<file path="config.mk">
export PLATFORM = sky130hd
export DESIGN_NAME = output_router
export DESIGN_NICKNAME = d
export VERILOG_FILES = /design/src/rtl/output_router.sv
export SDC_FILE = /design/constraint.sdc
export NUM_CORES = 1
export LEC_CHECK = 0
export BUFFER_PORTS_ARGS = -buffer_cell sky130_fd_sc_hd__buf_2
export CORE_MARGIN = 2
export CORE_UTILIZATION = 50
export DETAILED_ROUTE_END_ITERATION = 10
export PLACE_DENSITY = 0.69
export SLEW_MARGIN = 20
export SYNTH_ARGS = -nofsm -noshare
export SYNTH_HDL_FRONTEND = slang
export SYNTH_SLANG_ARGS = --single-unit
</file>
<file path="constraint.sdc">
create_clock -name i_clk -period 7 [get_ports i_clk]
set_input_delay 0.35 -clock i_clk [delete_from_list [all_inputs] [get_ports i_clk]]
set_output_delay 0.35 -clock i_clk [all_outputs]
set_load 0.05 [all_outputs]
</file>
<file path="src/rtl/output_router.sv">
// Write-back router: buffers per-row PE results in small FIFOs, packs SPAD_N
// elements into one spad word and writes it to that row's address region.
module output_router #(
  parameter int DATA_WIDTH      = 8,
  parameter int SPAD_DATA_WIDTH = 64,
  parameter int SPAD_N          = SPAD_DATA_WIDTH / DATA_WIDTH,
  parameter int ADDR_WIDTH      = 8,
  parameter int ROWS            = 4,
  parameter int FIFO_DEPTH      = 16
) (
  input  logic                       i_clk,
  input  logic                       i_rst,
  input  logic                       i_en,
  input  logic                       i_reg_clear,
  input  logic                       i_flush,
  input  logic [ROWS*DATA_WIDTH-1:0] i_data,
  input  logic [ROWS-1:0]            i_data_valid,
  output logic                       o_ready,
  input  logic [ADDR_WIDTH-1:0]      i_start_addr,
  input  logic [ADDR_WIDTH-1:0]      i_row_stride,
  output logic                       o_spad_write_en,
  output logic [ADDR_WIDTH-1:0]      o_write_addr,
  output logic [SPAD_DATA_WIDTH-1:0] o_data_out,
  output logic                       o_busy,
  output logic                       o_done
);

  localparam int RW = (ROWS > 1) ? $clog2(ROWS) : 1;
  localparam int KW = (SPAD_N > 1) ? $clog2(SPAD_N) : 1;
  localparam int PW = (FIFO_DEPTH > 1) ? $clog2(FIFO_DEPTH) : 1;
  localparam int CW = $clog2(FIFO_DEPTH + 1);

  typedef enum logic [2:0] {S_IDLE, S_SCAN, S_LOAD, S_WRITE, S_DONE} state_t;

  state_t                     state_reg, state_next;
  logic [RW-1:0]              sel_row_reg, last_reg;
  logic [KW-1:0]              k_reg;
  logic [SPAD_DATA_WIDTH-1:0] pack_reg;
  logic                       flush_reg;
  logic [ADDR_WIDTH-1:0]      wr_cnt_reg [ROWS];
  logic [ADDR_WIDTH-1:0]      addr_hold_reg;
  logic [SPAD_DATA_WIDTH-1:0] data_hold_reg;

  logic [CW-1:0]         fifo_count [ROWS];
  logic [DATA_WIDTH-1:0] fifo_head  [ROWS];
  logic [ROWS-1:0]       push_vec, pop_vec, full_vec;
  logic                  ready;
  logic                  found;
  logic [RW-1:0]         cand_row;
  logic [RW:0]           scan_idx;
  logic [ADDR_WIDTH-1:0] addr_calc;
  logic                  active;

  assign active = (state_reg == S_SCAN) || (state_reg == S_LOAD) || (state_reg == S_WRITE);
  assign ready  = active && !flush_reg && !(|full_vec);

  generate
    for (genvar gi = 0; gi < ROWS; gi++) begin : g_fifo
      logic [DATA_WIDTH-1:0] mem [FIFO_DEPTH];
      logic [PW-1:0]         wr_ptr_reg, rd_ptr_reg;
      logic [CW-1:0]         count_reg;

      assign push_vec[gi]   = i_data_valid[gi] & ready;
      assign fifo_count[gi] = count_reg;
      assign fifo_head[gi]  = mem[rd_ptr_reg];
      assign full_vec[gi]   = (count_reg == CW'(FIFO_DEPTH));

      // Storage carries no reset; validity is tracked entirely by the pointers.
      always_ff @(posedge i_clk) begin
        if (push_vec[gi])
          mem[wr_ptr_reg] <= i_data[gi*DATA_WIDTH +: DATA_WIDTH];
      end

      always_ff @(posedge i_clk or posedge i_rst) begin
        if (i_rst) begin
          wr_ptr_reg <= '0;
          rd_ptr_reg <= '0;
          count_reg  <= '0;
        end else if (i_reg_clear) begin
          wr_ptr_reg <= '0;
          rd_ptr_reg <= '0;
          count_reg  <= '0;
        end else begin
          if (push_vec[gi]) wr_ptr_reg <= wr_ptr_reg + 1'b1;
          if (pop_vec[gi])  rd_ptr_reg <= rd_ptr_reg + 1'b1;
          case ({push_vec[gi], pop_vec[gi]})
            2'b10:   count_reg <= count_reg + 1'b1;
            2'b01:   count_reg <= count_reg - 1'b1;
            default: count_reg <= count_reg;
          endcase
        end
      end
    end
  endgenerate

  // Round-robin search beginning just after the last row served.
  always_comb begin
    found    = 1'b0;
    cand_row = '0;
    scan_idx = '0;
    for (int i = 1; i <= ROWS; i++) begin
      scan_idx = {1'b0, last_reg} + (RW+1)'(i);
      if (scan_idx >= (RW+1)'(ROWS))
        scan_idx = scan_idx - (RW+1)'(ROWS);
      if (!found && ((fifo_count[scan_idx[RW-1:0]] >= CW'(SPAD_N)) ||
                     (flush_reg && (fifo_count[scan_idx[RW-1:0]] != '0)))) begin
        found    = 1'b1;
        cand_row = scan_idx[RW-1:0];
      end
    end
  end

  assign addr_calc = i_start_addr + ADDR_WIDTH'(sel_row_reg) * i_row_stride
                   + wr_cnt_reg[sel_row_reg];

  always_comb begin
    state_next = state_reg;
    pop_vec    = '0;
    case (state_reg)
      S_IDLE:  if (i_en) state_next = S_SCAN;
      S_SCAN: begin
        if (found)          state_next = S_LOAD;
        else if (flush_reg) state_next = S_DONE;
      end
      S_LOAD: begin
        if (fifo_count[sel_row_reg] != '0)
          pop_vec[sel_row_reg] = 1'b1;
        // A flush drain may end early on the last buffered element.
        if ((k_reg == KW'(SPAD_N - 1)) || (fifo_count[sel_row_reg] == '0) ||
            (flush_reg && (fifo_count[sel_row_reg] == CW'(1))))
          state_next = S_WRITE;
      end
      S_WRITE: state_next = S_SCAN;
      S_DONE:  state_next = S_IDLE;
      default: state_next = S_IDLE;
    endcase
  end

  always_ff @(posedge i_clk or posedge i_rst) begin
    if (i_rst) begin
      state_reg     <= S_IDLE;
      sel_row_reg   <= '0;
      last_reg      <= '0;
      k_reg         <= '0;
      pack_reg      <= '0;
      flush_reg     <= 1'b0;
      addr_hold_reg <= '0;
      data_hold_reg <= '0;
      for (int r = 0; r < ROWS; r++) wr_cnt_reg[r] <= '0;
    end else if (i_reg_clear) begin
      state_reg     <= S_IDLE;
      sel_row_reg   <= '0;
      last_reg      <= '0;
      k_reg         <= '0;
      pack_reg      <= '0;
      flush_reg     <= 1'b0;
      addr_hold_reg <= '0;
      data_hold_reg <= '0;
      for (int r = 0; r < ROWS; r++) wr_cnt_reg[r] <= '0;
    end else begin
      state_reg <= state_next;
      case (state_reg)
        S_IDLE: if (i_en) last_reg <= RW'(ROWS - 1);
        S_SCAN: begin
          if (found) begin
            sel_row_reg <= cand_row;
            last_reg    <= cand_row;
            pack_reg    <= '0;
            k_reg       <= '0;
          end
        end
        S_LOAD: begin
          if (pop_vec[sel_row_reg]) begin
            pack_reg[k_reg*DATA_WIDTH +: DATA_WIDTH] <= fifo_head[sel_row_reg];
            k_reg <= k_reg + 1'b1;
          end
        end
        S_WRITE: begin
          wr_cnt_reg[sel_row_reg] <= wr_cnt_reg[sel_row_reg] + 1'b1;
          addr_hold_reg           <= addr_calc;
          data_hold_reg           <= pack_reg;
        end
        S_DONE: begin
          flush_reg <= 1'b0;
          for (int r = 0; r < ROWS; r++) wr_cnt_reg[r] <= '0;
        end
        default: ;
      endcase
      if (i_flush && active)
        flush_reg <= 1'b1;
    end
  end

  assign o_ready         = ready;
  assign o_spad_write_en = (state_reg == S_WRITE);
  assign o_write_addr    = (state_reg == S_WRITE) ? addr_calc : addr_hold_reg;
  assign o_data_out      = (state_reg == S_WRITE) ? pack_reg  : data_hold_reg;
  assign o_busy          = (state_reg != S_IDLE);
  assign o_done          = (state_reg == S_DONE);

endmodule

</file>
### Yosys cells after proc, flatten, opt, wreduce, memory -nomap -nowiden

Memory sizes are Yosys's and may differ from the RTL's.
Index checks and enable logic that the tools add are counted.

* equal/unequal tests: 23
* add/sub/neg operators: 29
* multiplexer cells: 104
* magnitude comparators: 16
* reduce and logical (&&, ||, !) cells: 57
* shift operators: 2
* bitwise operators: 9
* multiply operators: 1

Operators with widths (count)
* $mux 64: 5
* $pmux 64 s2: 1
* $mux 4: 18
* $mux 5: 14
* $bwmux 64: 1
* $pmux 32 s2: 1
* $shift 8x34->64 const A: 1
* $shiftx 8x34->64: 1
* $mux 8: 7
* $bmux 5 s2: 5
* $pmux 5 s2: 4
* $neg 6->34: 1
* $add 4x1->4 const B: 8
* $bmux 8 s2: 2
* $bwmux 32: 1
* $mux 32: 1
* $ge 3x3->1 const B: 9
* $reduce_bool 3->1: 9
* $mux 2: 13
* $reduce_bool 5->1: 5
* $mux 3: 8
* $add 5x1->5 const B: 4
* $eq 5x5->1 const B: 4
* $ge 5x4->1 const B: 4
* other kinds (39): 114

* input bits: 57
* RAM bits: 512
* flip-flop bits (word level): 231
* output and inout port bits: 76
* word-level logic and storage cells: 269
* memories kept: 4

Memories
* g_fifo[0].mem: words 16, width 8, read ports 1, clocked after Yosys merged registers in 0, wr ports 1, RTL line 59 `logic [DATA_WIDTH-1:0] mem [FIFO_DEPTH];`
* g_fifo[1].mem: words 16, width 8, read ports 1, clocked after Yosys merged registers in 0, wr ports 1, RTL line 59
* g_fifo[2].mem: words 16, width 8, read ports 1, clocked after Yosys merged registers in 0, wr ports 1, RTL line 59
* g_fifo[3].mem: words 16, width 8, read ports 1, clocked after Yosys merged registers in 0, wr ports 1, RTL line 59

### Logic depth before layout (Yosys ltp)

* depth after elaboration: 23
* gate-level depth with buffers: 17
* gate-level depth less buffers: 14

### Worst setup path after synthesis

Ideal clock, no wire load.

* kind: register -> output
* start: register sel_row_reg[1]
* end: output port o_write_addr[5]
* required time: 6.650 ns
* slack: 2.366 ns
* path buffers: 3
* arrival: 4.284 ns
* stages on the path, launching flop included: 15
* cells stage by stage: dfrtp_1 buf_2 buf_2 clkbuf_1 nand2_1 fa_1 fa_1 inv_1 ha_1 inv_1 fa_1 nand2b_1 a21oi_1 nor3_1 o31ai_1

* longest elaborated chain between the ends: 6
* elaborated cells between the ends (all ways): 8

RTL lines
* from (decl): RTL line 36 `logic [RW-1:0] sel_row_reg, last_reg;`
* from (signal assigned): RTL line 166 `sel_row_reg <= cand_row;`
* branches (longest 4 deep; another with $mul 2x8->8)
* $add 8x8->8 *: RTL line 114 `+ wr_cnt_reg[sel_row_reg];`
* $mux 8 *
* to (decl): RTL line 22 `output logic [ADDR_WIDTH-1:0] o_write_addr,`

Mark *: on every way between the ends. The select of a mux whose other input is x is not followed.

### Final worst setup path

* start: register sel_row_reg[1]
* end: output port o_write_addr[6]

Same word-level chain as after synthesis.

==> qor.csv <==
metric,value,unit
CP Cell Sequence,"buf_4, and2_1, fa_1, inv_1, fa_1, inv_1, ha_1, a21o_1, a21oi_1, o21bai_1, a21oi_1, mux2i_1, nand2_1, buf_2",
status,"finished, final reports clean",
post-synth design cell area,32000,um2
first-pass GRT wire length,112,mm
Die W,257,um
Worst EP required,6.65,ns
RePlAce Congestion,0.862,
CTS sink count,743,
Synth Net Count,2306,
Clock H-tree levels,3,
area of the multi-input gates,10200,um2
"commonest cells after routing, fill and taps aside","edfxtp_1 (512), nand2_1 (286), dfrtp_1 (225)",
Final Core Density,57.3,%
row count,92,
clk slew on worst S/H paths,0.06,ns
Die Ht,257,um
Peak VDD IR,0.220,mV
Layout Skew,0.0266,ns
die area,66000,um2
Pleak,13.5,nW
hold path start,i_en,
Setup TNS,0,ns
"wirelength, routed",71.5,mm
PostCTS Resize Cnt,0,
nets@finish,2446,
P&R area growth vs syn,13.2,%
register area,21200,um2
Synth area leader,edfxtp_1,
GRT Total Usage,21.9,%
vias per inst,5.88,
RSZ-0062 raised after global routing,false,
final antenna-violating net count,0,
"most common cell after layout, fill and taps aside",edfxtp_1,
relative slew slack,26.6,%
Worst-Skew Late Latency,0.63,ns
Critical Path AT,4.20,ns
largest net degree at the start of global routing,90,
# port buffers,132,
number of global-route vias before repair,19163,
core area,63200,um2
Seq cells post-synth,743,
reg2reg end,g_fifo[0].count_reg[4],
fraction of registers with async set/reset,31.1,%
post-synthesis sequential area ratio,66.1,%
proportion of layout cells with a drive suffix above 1,18.9,%
Gate Count Post-Synth,2187,
CP startpoint kind,flop,
clock buffer count from CTS,78,
maxcap violations,0,
WHS Path Cells,3,
Hold Crit Class,in -> reg,
CP top delay family,adder cells,
Mapped Avg Cell Area,14.6,um2
number of synthesized flops with an enable pin,512,
Clock Tree Buf Depth,3,
Netlist cell types,71,
global route overflow,0,
Final Hold Fails,0,
Reg2Reg Depth,11,
share of the synthesized area in the top cell type,48.1,%
initial antenna violation count,1,
CTS tree,yes,
largest cells by area after synthesis,"edfxtp_1 (48%), dfrtp_1 (18%), mux4_2 (8.6%)",
Crit Path Max Fanout,30,
Post-synth top flop,edfxtp_1,
crit end category,output port,
Slew @ Worst Pin,1.10,ns
R2R Path Start,g_fifo[2].count_reg[0],
# DRC,0,
Fill cells,4808,
synth warn,0,
Final Cycle Share,65.0,%
Max Slew Vio Count,0,
R2R Setup Slk,3.08,ns
via count,19034,
final setup fails,0,
num ports,133,
DRT Pass-1 Iters,6,
Achievable Freq,220,MHz
"slowest stage delay, CP",0.55,ns
shortest period the worst path allows,4.55,ns
Detailed Route Iter0 Violations,1872,
drt wl/cell,22.1,um
root buffer cell,clkbuf_16,
diode count,0,
Largest register FFs,512,
CP Class,reg -> out,
Starting Density,50.6,%
post-DP HPWL,46.9,mm
cell area power density,305,nW/um2
Hold Path End,state_reg[0],
Buffers & Inverters on Critical Path,4,
slowest cell on the critical path,fa_1,
-- worst max-delay path by stage --
stage                    from                     end  depth (start not counted)
2_1_floorplan           i_rst        addr_hold_reg[0]                          1
3_3_place_gp   sel_row_reg[1]         o_write_addr[6]                         14
3_5_place_dp        flush_reg  g_fifo[0].count_reg[4]                         10
4_1_cts        sel_row_reg[1]         o_write_addr[6]                         14
5_1_grt        sel_row_reg[0]         o_write_addr[6]                         14
6_report       sel_row_reg[1]         o_write_addr[6]                         14
-- cells by family (layout without fill, tap and decap cells) --
kind of cell    count (synthesis)  in the layout  share of synthesized area [%]
flops                         743            743                           66.1
simple gates                  690            690                           10.2
compound gates                307            307                           7.30
buf+inv                       169            374                           2.12
fa+ha+maj                      62             62                           2.82
mux                           171            171                           10.2
xor+xnor                       45             45                           1.23
-- through the flow --
| step | hold slack [ns] | power [mW] | worst slack [ns] | std cells | area (um2) |
|---|---|---|---|---|---|
| after detailed placement | 0.471 | 6.91 | 3.07 | 3092 | 33600 |
| after floorplan | 0.445 | 6.29 | 0.317 | 2187 | 32000 |
| after global placement | 0.459 | 6.86 | 3.08 | 3092 | 33500 |
| final | 0.0764 | 11.0 | 2.45 | 3238 | 36200 |
| after global routing | 0.0845 | 11.4 | 2.20 | 3238 | 36200 |
| after CTS | 0.0404 | 11.1 | 2.41 | 3238 | 36200 |
-- routing by layer --
layer / vias to the layer above / global-route usage, % / wire [um]
li1: 8514 / - / -
met1: 9739 / 31.0 / 30900
met2: 661 / 34.9 / 34200
met3: 120 / 3.76 / 4270
met4: 0 / 6.86 / 2060
met5: - / 0 / 0
-- worst register-to-register path: cells and delay by family (launching register included) --
kind / cells / cell delay, ns
fa+ha+maj: 1 / 0.35
flops: 1 / 0.47
simple gates: 2 / 0.66
mux: 2 / 0.58
compound gates: 4 / 1.20
buf+inv: 2 / 0.51
-- what timing repair did --
item                      in CTS  in global routing
hold buffers                   1                  0
hold endpoints to repair      87                  0
buffers inserted               0                  0
-- where the power goes --
part           total (mW)  leakage, nW  switching (mW)  internal [mW]
logic                1.86         4.40            1.30          0.561
registers            4.98         7.81           0.137           4.84
clock network        4.19         1.28            1.71           2.48
total                11.0         13.5            3.14           7.88
-- cell usage after synthesis, types with 10 or more instances --
| library cell | count |
|---|---|
| edfxtp_1 | 512 |
| nand2_1 | 286 |
| dfrtp_1 | 231 |
| mux4_2 | 122 |
| nor2_1 | 120 |
| nor2b_1 | 82 |
| a22oi_1 | 65 |
| clkbuf_1 | 65 |
| o2bb2ai_1 | 65 |
| inv_1 | 61 |
| o21ai_0 | 51 |
| nor3_1 | 50 |
| a21oi_1 | 45 |
| ha_1 | 45 |
| mux2i_1 | 44 |
| nand3_1 | 33 |
| xnor2_1 | 30 |
| nand4_1 | 25 |
| buf_1 | 22 |
| and2_1 | 20 |
| fa_1 | 17 |
| nand2b_1 | 17 |
| xor2_1 | 15 |
| nor3b_1 | 13 |
| a31oi_1 | 12 |
| buf_2 | 11 |
| a21o_1 | 10 |
-- cell type report --
class	count	share of cell area, %
flip-flops and latches	743	58.4
inverters	67	0.715
well taps	846	2.92
multi-input cells	1275	28.2
clock buffers	96	5.69
repair buffers	162	2.47
clock inverters	49	1.55
Note: power is estimated with default switching activity, not from simulation.
